`src/rtl/mac_seq_pkg.sv`:
```
// Shared types and fixed-point constants for the MAC sequencer and its requantizer.
// Q1.6 operands and Q.12 MAC results, both in sign-magnitude.
package mac_seq_pkg;

  typedef enum logic [2:0] {
    S_IDLE,
    S_FETCH,
    S_ISSUE,
    S_RELEASE,
    S_UPDATE,
    S_OUTPUT
  } state_t;

  localparam int FRAC_IN   = 6;
  localparam int FRAC_OUT  = 12;
  localparam int REQ_SHIFT = FRAC_OUT - FRAC_IN;

  // Largest magnitude a w-bit sign-magnitude word can carry.
  function automatic int sm_max(input int w);
    return (1 << (w - 1)) - 1;
  endfunction

endpackage

```
`src/rtl/mac_sequencer_if.sv`:
```
// Job, operand, MAC and result signals of the sequencer; master = sequencer side.
// ERR exists only when MACSEQ_TIMEOUT_EN is defined.
interface mac_sequencer_if #(
  parameter int D_W   = 8,
  parameter int M_W   = 16,
  parameter int LEN_W = 8
);
  logic             START;
  logic [LEN_W-1:0] LEN;
  logic [D_W-1:0]   BIAS;
  logic             IN_VALID;
  logic             IN_READY;
  logic [D_W-1:0]   IN_A;
  logic [D_W-1:0]   IN_B;
  logic             MAC_EN;
  logic [D_W-1:0]   MAC_A;
  logic [D_W-1:0]   MAC_B;
  logic [D_W-1:0]   MAC_C;
  logic [M_W-1:0]   MAC_MOUT;
  logic             MAC_DONE;
  logic             RES_VALID;
  logic             RES_READY;
  logic [D_W-1:0]   RES_DATA;
  logic             RES_SAT;
  logic             BUSY;
`ifdef MACSEQ_TIMEOUT_EN
  logic             ERR;

  modport master (
    input  START, LEN, BIAS, IN_VALID, IN_A, IN_B, MAC_MOUT, MAC_DONE, RES_READY,
    output IN_READY, MAC_EN, MAC_A, MAC_B, MAC_C, RES_VALID, RES_DATA, RES_SAT, BUSY, ERR
  );
  modport slave (
    output START, LEN, BIAS, IN_VALID, IN_A, IN_B, MAC_MOUT, MAC_DONE, RES_READY,
    input  IN_READY, MAC_EN, MAC_A, MAC_B, MAC_C, RES_VALID, RES_DATA, RES_SAT, BUSY, ERR
  );
`else
  modport master (
    input  START, LEN, BIAS, IN_VALID, IN_A, IN_B, MAC_MOUT, MAC_DONE, RES_READY,
    output IN_READY, MAC_EN, MAC_A, MAC_B, MAC_C, RES_VALID, RES_DATA, RES_SAT, BUSY
  );
  modport slave (
    output START, LEN, BIAS, IN_VALID, IN_A, IN_B, MAC_MOUT, MAC_DONE, RES_READY,
    input  IN_READY, MAC_EN, MAC_A, MAC_B, MAC_C, RES_VALID, RES_DATA, RES_SAT, BUSY
  );
`endif
endinterface

```
`src/rtl/sm_requant.sv`:
```
// Combinational sign-magnitude requantizer: drops SHIFT fraction bits (toward zero),
// clamps the magnitude to the output range with a sat flag, and never emits negative zero.
module sm_requant
  import mac_seq_pkg::*;
#(
  parameter int IN_W  = 16,
  parameter int OUT_W = 8,
  parameter int SHIFT = REQ_SHIFT
) (
  input  logic [IN_W-1:0]  din,
  output logic [OUT_W-1:0] dout,
  output logic             sat
);
  localparam logic [IN_W-2:0] MAX_MAG = (IN_W-1)'(sm_max(OUT_W));

  logic [IN_W-2:0]  mag_full;
  logic [OUT_W-2:0] mag;

  always_comb begin
    mag_full = din[IN_W-2:0] >> SHIFT;
    sat      = (mag_full > MAX_MAG);
    mag      = sat ? MAX_MAG[OUT_W-2:0] : mag_full[OUT_W-2:0];
    dout     = {din[IN_W-1] & (mag != '0), mag};
  end
endmodule

```
`src/rtl/mac_sequencer.sv`:
```
// Drives one MAC through an N-step dot product, feeding each requantized result back as C.
// Optional MAC watchdog with ERR output when MACSEQ_TIMEOUT_EN is defined.
module mac_sequencer
  import mac_seq_pkg::*;
#(
  parameter int D_W   = 8,
  parameter int M_W   = 16,
  parameter int LEN_W = 8
`ifdef MACSEQ_TIMEOUT_EN
  ,
  parameter int TIMEOUT = 64
`endif
) (
  input  logic              CLK,
  input  logic              RSTn,
  mac_sequencer_if.master   bus
);
  state_t           state, state_nxt;
  logic [LEN_W-1:0] cnt;
  logic [D_W-1:0]   acc, a_q, b_q, rq_data;
  logic [M_W-1:0]   mout_q;
  logic             sat, rq_sat, timeout;

  sm_requant #(.IN_W(M_W), .OUT_W(D_W), .SHIFT(REQ_SHIFT)) u_requant (
    .din  (mout_q),
    .dout (rq_data),
    .sat  (rq_sat)
  );

`ifdef MACSEQ_TIMEOUT_EN
  localparam int TMR_W = $clog2(TIMEOUT + 1);
  logic [TMR_W-1:0] tmr;
  logic             err_q;

  assign timeout = ((state == S_ISSUE) || (state == S_RELEASE)) && (tmr == TMR_W'(TIMEOUT - 1));
  assign bus.ERR = err_q;

  // Counts cycles spent in the current state; every transition restarts it.
  always_ff @(posedge CLK or negedge RSTn) begin
    if (!RSTn) begin
      tmr   <= '0;
      err_q <= 1'b0;
    end else begin
      if (state_nxt != state)
        tmr <= '0;
      else if ((state == S_ISSUE) || (state == S_RELEASE))
        tmr <= tmr + 1'b1;
      if ((state == S_IDLE) && bus.START)
        err_q <= 1'b0;
      else if (timeout)
        err_q <= 1'b1;
    end
  end
`else
  assign timeout = 1'b0;
`endif

  always_ff @(posedge CLK or negedge RSTn) begin
    if (!RSTn) state <= S_IDLE;
    else       state <= state_nxt;
  end

  always_comb begin
    state_nxt     = state;
    bus.IN_READY  = 1'b0;
    bus.MAC_EN    = 1'b0;
    bus.RES_VALID = 1'b0;
    bus.BUSY      = (state != S_IDLE);
    unique case (state)
      S_IDLE:    if (bus.START) state_nxt = (bus.LEN == '0) ? S_OUTPUT : S_FETCH;
      S_FETCH: begin
        bus.IN_READY = 1'b1;
        if (bus.IN_VALID) state_nxt = S_ISSUE;
      end
      S_ISSUE: begin
        bus.MAC_EN = !timeout;
        if (timeout)           state_nxt = S_OUTPUT;
        else if (bus.MAC_DONE) state_nxt = S_RELEASE;
      end
      // The MAC only rearms once DONE has fallen.
      S_RELEASE: begin
        if (timeout)            state_nxt = S_OUTPUT;
        else if (!bus.MAC_DONE) state_nxt = S_UPDATE;
      end
      S_UPDATE:  state_nxt = (cnt == LEN_W'(1)) ? S_OUTPUT : S_FETCH;
      S_OUTPUT: begin
        bus.RES_VALID = 1'b1;
        if (bus.RES_READY) state_nxt = S_IDLE;
      end
      default:   state_nxt = S_IDLE;
    endcase
  end

  always_ff @(posedge CLK or negedge RSTn) begin
    if (!RSTn) begin
      cnt    <= '0;
      acc    <= '0;
      sat    <= 1'b0;
      a_q    <= '0;
      b_q    <= '0;
      mout_q <= '0;
    end else begin
      unique case (state)
        S_IDLE: if (bus.START) begin
          cnt <= bus.LEN;
          acc <= bus.BIAS;
          sat <= 1'b0;
        end
        S_FETCH: if (bus.IN_VALID) begin
          a_q <= bus.IN_A;
          b_q <= bus.IN_B;
        end
        S_ISSUE: if (bus.MAC_DONE && !timeout) mout_q <= bus.MAC_MOUT;
        S_UPDATE: begin
          acc <= rq_data;
          sat <= sat | rq_sat;
          cnt <= cnt - 1'b1;
        end
        default: ;
      endcase
    end
  end

  assign bus.MAC_A    = a_q;
  assign bus.MAC_B    = b_q;
  assign bus.MAC_C    = acc;
  assign bus.RES_DATA = acc;
  assign bus.RES_SAT  = sat;
endmodule

```
`src/flat_wrapper.sv`:
```
// flat-port wrapper written by rule: the top's interface ports become plain ports
module mac_sequencer_flat import mac_seq_pkg::*;
#(
  parameter int D_W   = 8,
  parameter int M_W   = 16,
  parameter int LEN_W = 8

)
  (CLK, RSTn, bus_START, bus_LEN, bus_BIAS, bus_IN_VALID, bus_IN_A, bus_IN_B, bus_MAC_MOUT, bus_MAC_DONE, bus_RES_READY, bus_IN_READY, bus_MAC_EN, bus_MAC_A, bus_MAC_B, bus_MAC_C, bus_RES_VALID, bus_RES_DATA, bus_RES_SAT, bus_BUSY);
  mac_sequencer_if #(.D_W(D_W), .M_W(M_W), .LEN_W(LEN_W)) bus_i ();
  input  logic CLK;
  input  logic RSTn;
  input wire logic [$bits(bus_i.START)-1:0] bus_START;
  input wire logic [$bits(bus_i.LEN)-1:0] bus_LEN;
  input wire logic [$bits(bus_i.BIAS)-1:0] bus_BIAS;
  input wire logic [$bits(bus_i.IN_VALID)-1:0] bus_IN_VALID;
  input wire logic [$bits(bus_i.IN_A)-1:0] bus_IN_A;
  input wire logic [$bits(bus_i.IN_B)-1:0] bus_IN_B;
  input wire logic [$bits(bus_i.MAC_MOUT)-1:0] bus_MAC_MOUT;
  input wire logic [$bits(bus_i.MAC_DONE)-1:0] bus_MAC_DONE;
  input wire logic [$bits(bus_i.RES_READY)-1:0] bus_RES_READY;
  output wire logic [$bits(bus_i.IN_READY)-1:0] bus_IN_READY;
  output wire logic [$bits(bus_i.MAC_EN)-1:0] bus_MAC_EN;
  output wire logic [$bits(bus_i.MAC_A)-1:0] bus_MAC_A;
  output wire logic [$bits(bus_i.MAC_B)-1:0] bus_MAC_B;
  output wire logic [$bits(bus_i.MAC_C)-1:0] bus_MAC_C;
  output wire logic [$bits(bus_i.RES_VALID)-1:0] bus_RES_VALID;
  output wire logic [$bits(bus_i.RES_DATA)-1:0] bus_RES_DATA;
  output wire logic [$bits(bus_i.RES_SAT)-1:0] bus_RES_SAT;
  output wire logic [$bits(bus_i.BUSY)-1:0] bus_BUSY;
  assign bus_i.START = bus_START;
  assign bus_i.LEN = bus_LEN;
  assign bus_i.BIAS = bus_BIAS;
  assign bus_i.IN_VALID = bus_IN_VALID;
  assign bus_i.IN_A = bus_IN_A;
  assign bus_i.IN_B = bus_IN_B;
  assign bus_i.MAC_MOUT = bus_MAC_MOUT;
  assign bus_i.MAC_DONE = bus_MAC_DONE;
  assign bus_i.RES_READY = bus_RES_READY;
  assign bus_IN_READY = bus_i.IN_READY;
  assign bus_MAC_EN = bus_i.MAC_EN;
  assign bus_MAC_A = bus_i.MAC_A;
  assign bus_MAC_B = bus_i.MAC_B;
  assign bus_MAC_C = bus_i.MAC_C;
  assign bus_RES_VALID = bus_i.RES_VALID;
  assign bus_RES_DATA = bus_i.RES_DATA;
  assign bus_RES_SAT = bus_i.RES_SAT;
  assign bus_BUSY = bus_i.BUSY;
  mac_sequencer #(.D_W(D_W), .M_W(M_W), .LEN_W(LEN_W)) u_core (.CLK(CLK), .RSTn(RSTn), .bus(bus_i));
endmodule
```
`config.mk`:
```
export PLATFORM = sky130hd
export DESIGN_NAME = mac_sequencer_flat
export DESIGN_NICKNAME = d
export VERILOG_FILES = /design/src/rtl/mac_seq_pkg.sv /design/src/rtl/mac_sequencer_if.sv /design/src/rtl/sm_requant.sv /design/src/rtl/mac_sequencer.sv /design/src/flat_wrapper.sv
export SDC_FILE = /design/constraint.sdc
export NUM_CORES = 1
export LEC_CHECK = 0
export BUFFER_PORTS_ARGS = -buffer_cell sky130_fd_sc_hd__buf_2
export CAP_MARGIN = 20
export CORE_MARGIN = 3
export CORE_UTILIZATION = 30
export DETAILED_ROUTE_END_ITERATION = 6
export GPL_ROUTABILITY_DRIVEN = 0
export RECOVER_POWER = 100
export SLEW_MARGIN = 10
export SYNTH_ARGS = -nofsm -noshare
export SYNTH_HDL_FRONTEND = slang
export SYNTH_SLANG_ARGS = --single-unit
```
`constraint.sdc`:
```
create_clock -name CLK -period 3.1 [get_ports CLK]
set_input_delay 0.155 -clock CLK [delete_from_list [all_inputs] [get_ports CLK]]
set_output_delay 0.155 -clock CLK [all_outputs]
set_load 0.1 [all_outputs]
```
==> impl_summary.log <==
[metrics] Final period util: 76.76%
[metrics] worst relative slew slack: 15.22%
[metrics] number of buffer and inverter stages on the critical path: 2
[metrics] Area growth, synth to finish: 22.92%
[metrics] Worst Max-Slew Pin Slew: 1.267 ns
[metrics] share of the synthesized area in the top cell type: 51.31%
[metrics] antenna violation net count after detailed routing: 0
[metrics] clock tree skew after final layout: 0.01152 ns
[metrics] clock insertion delay at the later pin of the skew report: 0.31 ns
[metrics] Synth Instances: 198
[metrics] Avg Vias per Cell: 4.728
[metrics] fraction of layout instances using a drive strength above 1: 31.27%
[metrics] Arr. time, crit path: 2.22 ns
[metrics] slowest stage cell, crit path: sky130_fd_sc_hd__clkbuf_1
[metrics] Maximum Capacitance Violations: 0
[metrics] initial antenna violation count: 0
[metrics] leftover overflow at the end of global routing: 0
[metrics] cell breakdown of the critical path: inv_1 -> nor3_1 -> clkbuf_1
[metrics] Fin. Hold Viols: 0
[metrics] Crit Path Max Fanout: 15
[metrics] most instantiated cells after synthesis: sky130_fd_sc_hd__dfrtp_1, sky130_fd_sc_hd__nor2_1, sky130_fd_sc_hd__mux2_2
[metrics] worst setup path class: register to output pin
[metrics] wire length after detailed routing: 5189 µm
[metrics] HPWL after detailed placement: 3744 µm
[metrics] number of rows created at floorplan: 30
[metrics] die width: 92.48 µm
[metrics] top post-synthesis cells by area: sky130_fd_sc_hd__dfrtp_1, sky130_fd_sc_hd__mux2_2, sky130_fd_sc_hd__nor2_1
[metrics] nets in the synthesized netlist: 254
[metrics] number of sinks driven by the clock tree: 46
[metrics] clock slew at reported path FFs: 0.10 ns
[metrics] dominant cell by count in the synthesized netlist: sky130_fd_sc_hd__dfrtp_1
[metrics] Seq cells post-synth: 46
[metrics] H-tree depth: 2
[metrics] Finish-stage setup viols: 0
[metrics] count of TritonRoute iterations in the first routing pass: 4
[metrics] TritonCTS clock tree: built
[metrics] post-route DRC violation count: 0
[metrics] vias in the first global route: 1783
[metrics] overall fraction of global-route tracks in use: 12.49%
[metrics] first-pass GRT wire length: 8452 µm
[metrics] Seq/Total Area, Yosys: 51.31%
[metrics] overall die area: 8552 µm²
[metrics] min Tclk post-route: 2.380 ns
[metrics] routed length per placed instance: 13.99 µm
[metrics] routed via count: 1754
[metrics] Synth async-reset ratio: 100.0%
[metrics] number of buffers between clock root and the deepest sink: 2
[metrics] Starting Density: 31.96%
[metrics] count of antenna diodes in the layout: 0
[metrics] number of buffers inserted during clock tree synthesis: 5
[metrics] Die Height: 92.48 µm
[metrics] type of the worst min-delay path: primary input to register
[metrics] Synth Area per Inst: 11.33 µm²
[metrics] Root Driver: sky130_fd_sc_hd__clkbuf_8
[metrics] required time worst endpoint: 2.94 ns
[metrics] kind of start point of the critical path: register
[metrics] setup repair after global routing missed its margin: no
[metrics] achievable clock frequency: 0.4202 GHz
[metrics] Top-Level Pins: 91
[metrics] Final Slew Violations: 0
[metrics] number of enable flip-flop cells after synthesis: 0
[metrics] dominant delay contributor by cell family on the critical path: buffers and inverters
[metrics] netlist area before placement: 2243 µm²
[metrics] synth warn: 0
[metrics] DRC violation total after the first TritonRoute iteration: 95
[metrics] largest net degree at the start of global routing: 47
[metrics] run status: finished, final reports clean
[metrics] library cell with the largest summed area after synthesis: sky130_fd_sc_hd__dfrtp_1
[metrics] sort of element at the end of the critical path: output pin
[metrics] largest stage delay on the critical path: 0.89 ns
[metrics] most instantiated flip-flop cell in the synthesis netlist: sky130_fd_sc_hd__dfrtp_1
[metrics] core area: 7019 µm²
[metrics] number of different library cells in the post-synthesis netlist: 49
[metrics] nets@finish: 330
[metrics] number of buffers added on ports: 84
[metrics] setup TNS after final layout: 0 ns
==> worst register-to-register path, cell delays in order, from the launching register on <==
cell	delay, ns
sky130_fd_sc_hd__dfrtp_1	0.57
sky130_fd_sc_hd__nand3b_1	0.27
sky130_fd_sc_hd__nor2_1	0.97
sky130_fd_sc_hd__mux2_2	0.43
==> area by class of cell <==
type | count | area (µm²)
timing repair buffer | 86 | 402.9
multi-input combinational | 128 | 919.6
clock buffer | 5 | 68.82
tap | 96 | 120.1
inverter | 7 | 26.28
sequential | 46 | 1151
fill | 722 | 4262
clock inverter | 3 | 68.82
==> metrics by stage <==
stage	setup WS [ns]	std cells	utilization [%]	area (µm²)	hold slack (ns)
floorplan	0.02652	198	-	2243	-0.1406
global placement	1.109	361	37.84	2656	0.3865
detailed placement	1.098	361	37.84	2656	0.3917
CTS	1.081	369	39.80	2794	0.05477
global route	0.5116	371	39.29	2758	0.05919
finish	0.7204	371	39.29	2758	0.07165
==> timing repair <==
action,4_1_cts,5_1_grt
gates resized for setup,0,0
buffers inserted,0,0
hold buffers,0,1
endpoints found under the hold margin,0,17
==> flip-flops by register name (all words and copies together) (netlist names) <==
register and cells:
u_core.bus.MAC_A 8, u_core.bus.MAC_B 8, u_core.bus.MAC_C 8, u_core.bus.RES_SAT 1, u_core.cnt 8, u_core.mout_q 10
u_core.state 3
==> placed cells by master (no fill, tap or decap), types with 7 or more instances in the layout <==
master,n
sky130_fd_sc_hd__a21oi_1,11
sky130_fd_sc_hd__buf_2,46
sky130_fd_sc_hd__clkbuf_1,38
sky130_fd_sc_hd__dfrtp_1,46
sky130_fd_sc_hd__inv_1,7
sky130_fd_sc_hd__mux2_2,26
sky130_fd_sc_hd__nor2_1,31
sky130_fd_sc_hd__o22ai_1,8
==> path summary, 6_finish.rpt <==
check	slack [ns]	depth (start not counted)	end	from
worst min-delay path	0.07	2	u_core.mout_q[11]$_DFFE_PN0P_	bus_MAC_MOUT[11]
worst max-delay path	0.72	3	bus_IN_READY	u_core.state[0]$_DFFE_PN0P_
worst max register to register	0.75	3	u_core.bus.MAC_B[0]$_DFFE_PN0P_	u_core.state[1]$_DFFE_PN0P_
max in group asynchronous	1.85	3	u_core.bus.MAC_B[4]$_DFFE_PN0P_	RSTn
min in group asynchronous	0.54	2	u_core.bus.MAC_C[6]$_DFFE_PN0P_	RSTn
worst min register to register	0.50	1	u_core.cnt[7]$_DFFE_PN0P_	u_core.cnt[7]$_DFFE_PN0P_
==> layer usage <==
metal	track usage, %	part of all wire (%)	vias up
li1	-	-	860
met1	15.46	46	825
met2	20.06	45	63
met3	4.549	8.1	6
met4	4.332	0.93	0
met5	0	0	-
==> cell families (layout without fill, tap and decap cells) <==
logic type / Yosys count / after routing / synth area share [%]
mux: 26 / 26 / 13.05
simple gates: 57 / 57 / 14.11
compound gates: 42 / 42 / 13.16
buf+inv: 24 / 101 / 6.860
flops: 46 / 46 / 51.31
xor+xnor: 1 / 1 / 0.3905
fa+ha+maj: 2 / 2 / 1.115
Power is not shown: default switching activity piles up to over one toggle a cycle in this logic, so the estimate is an artifact.
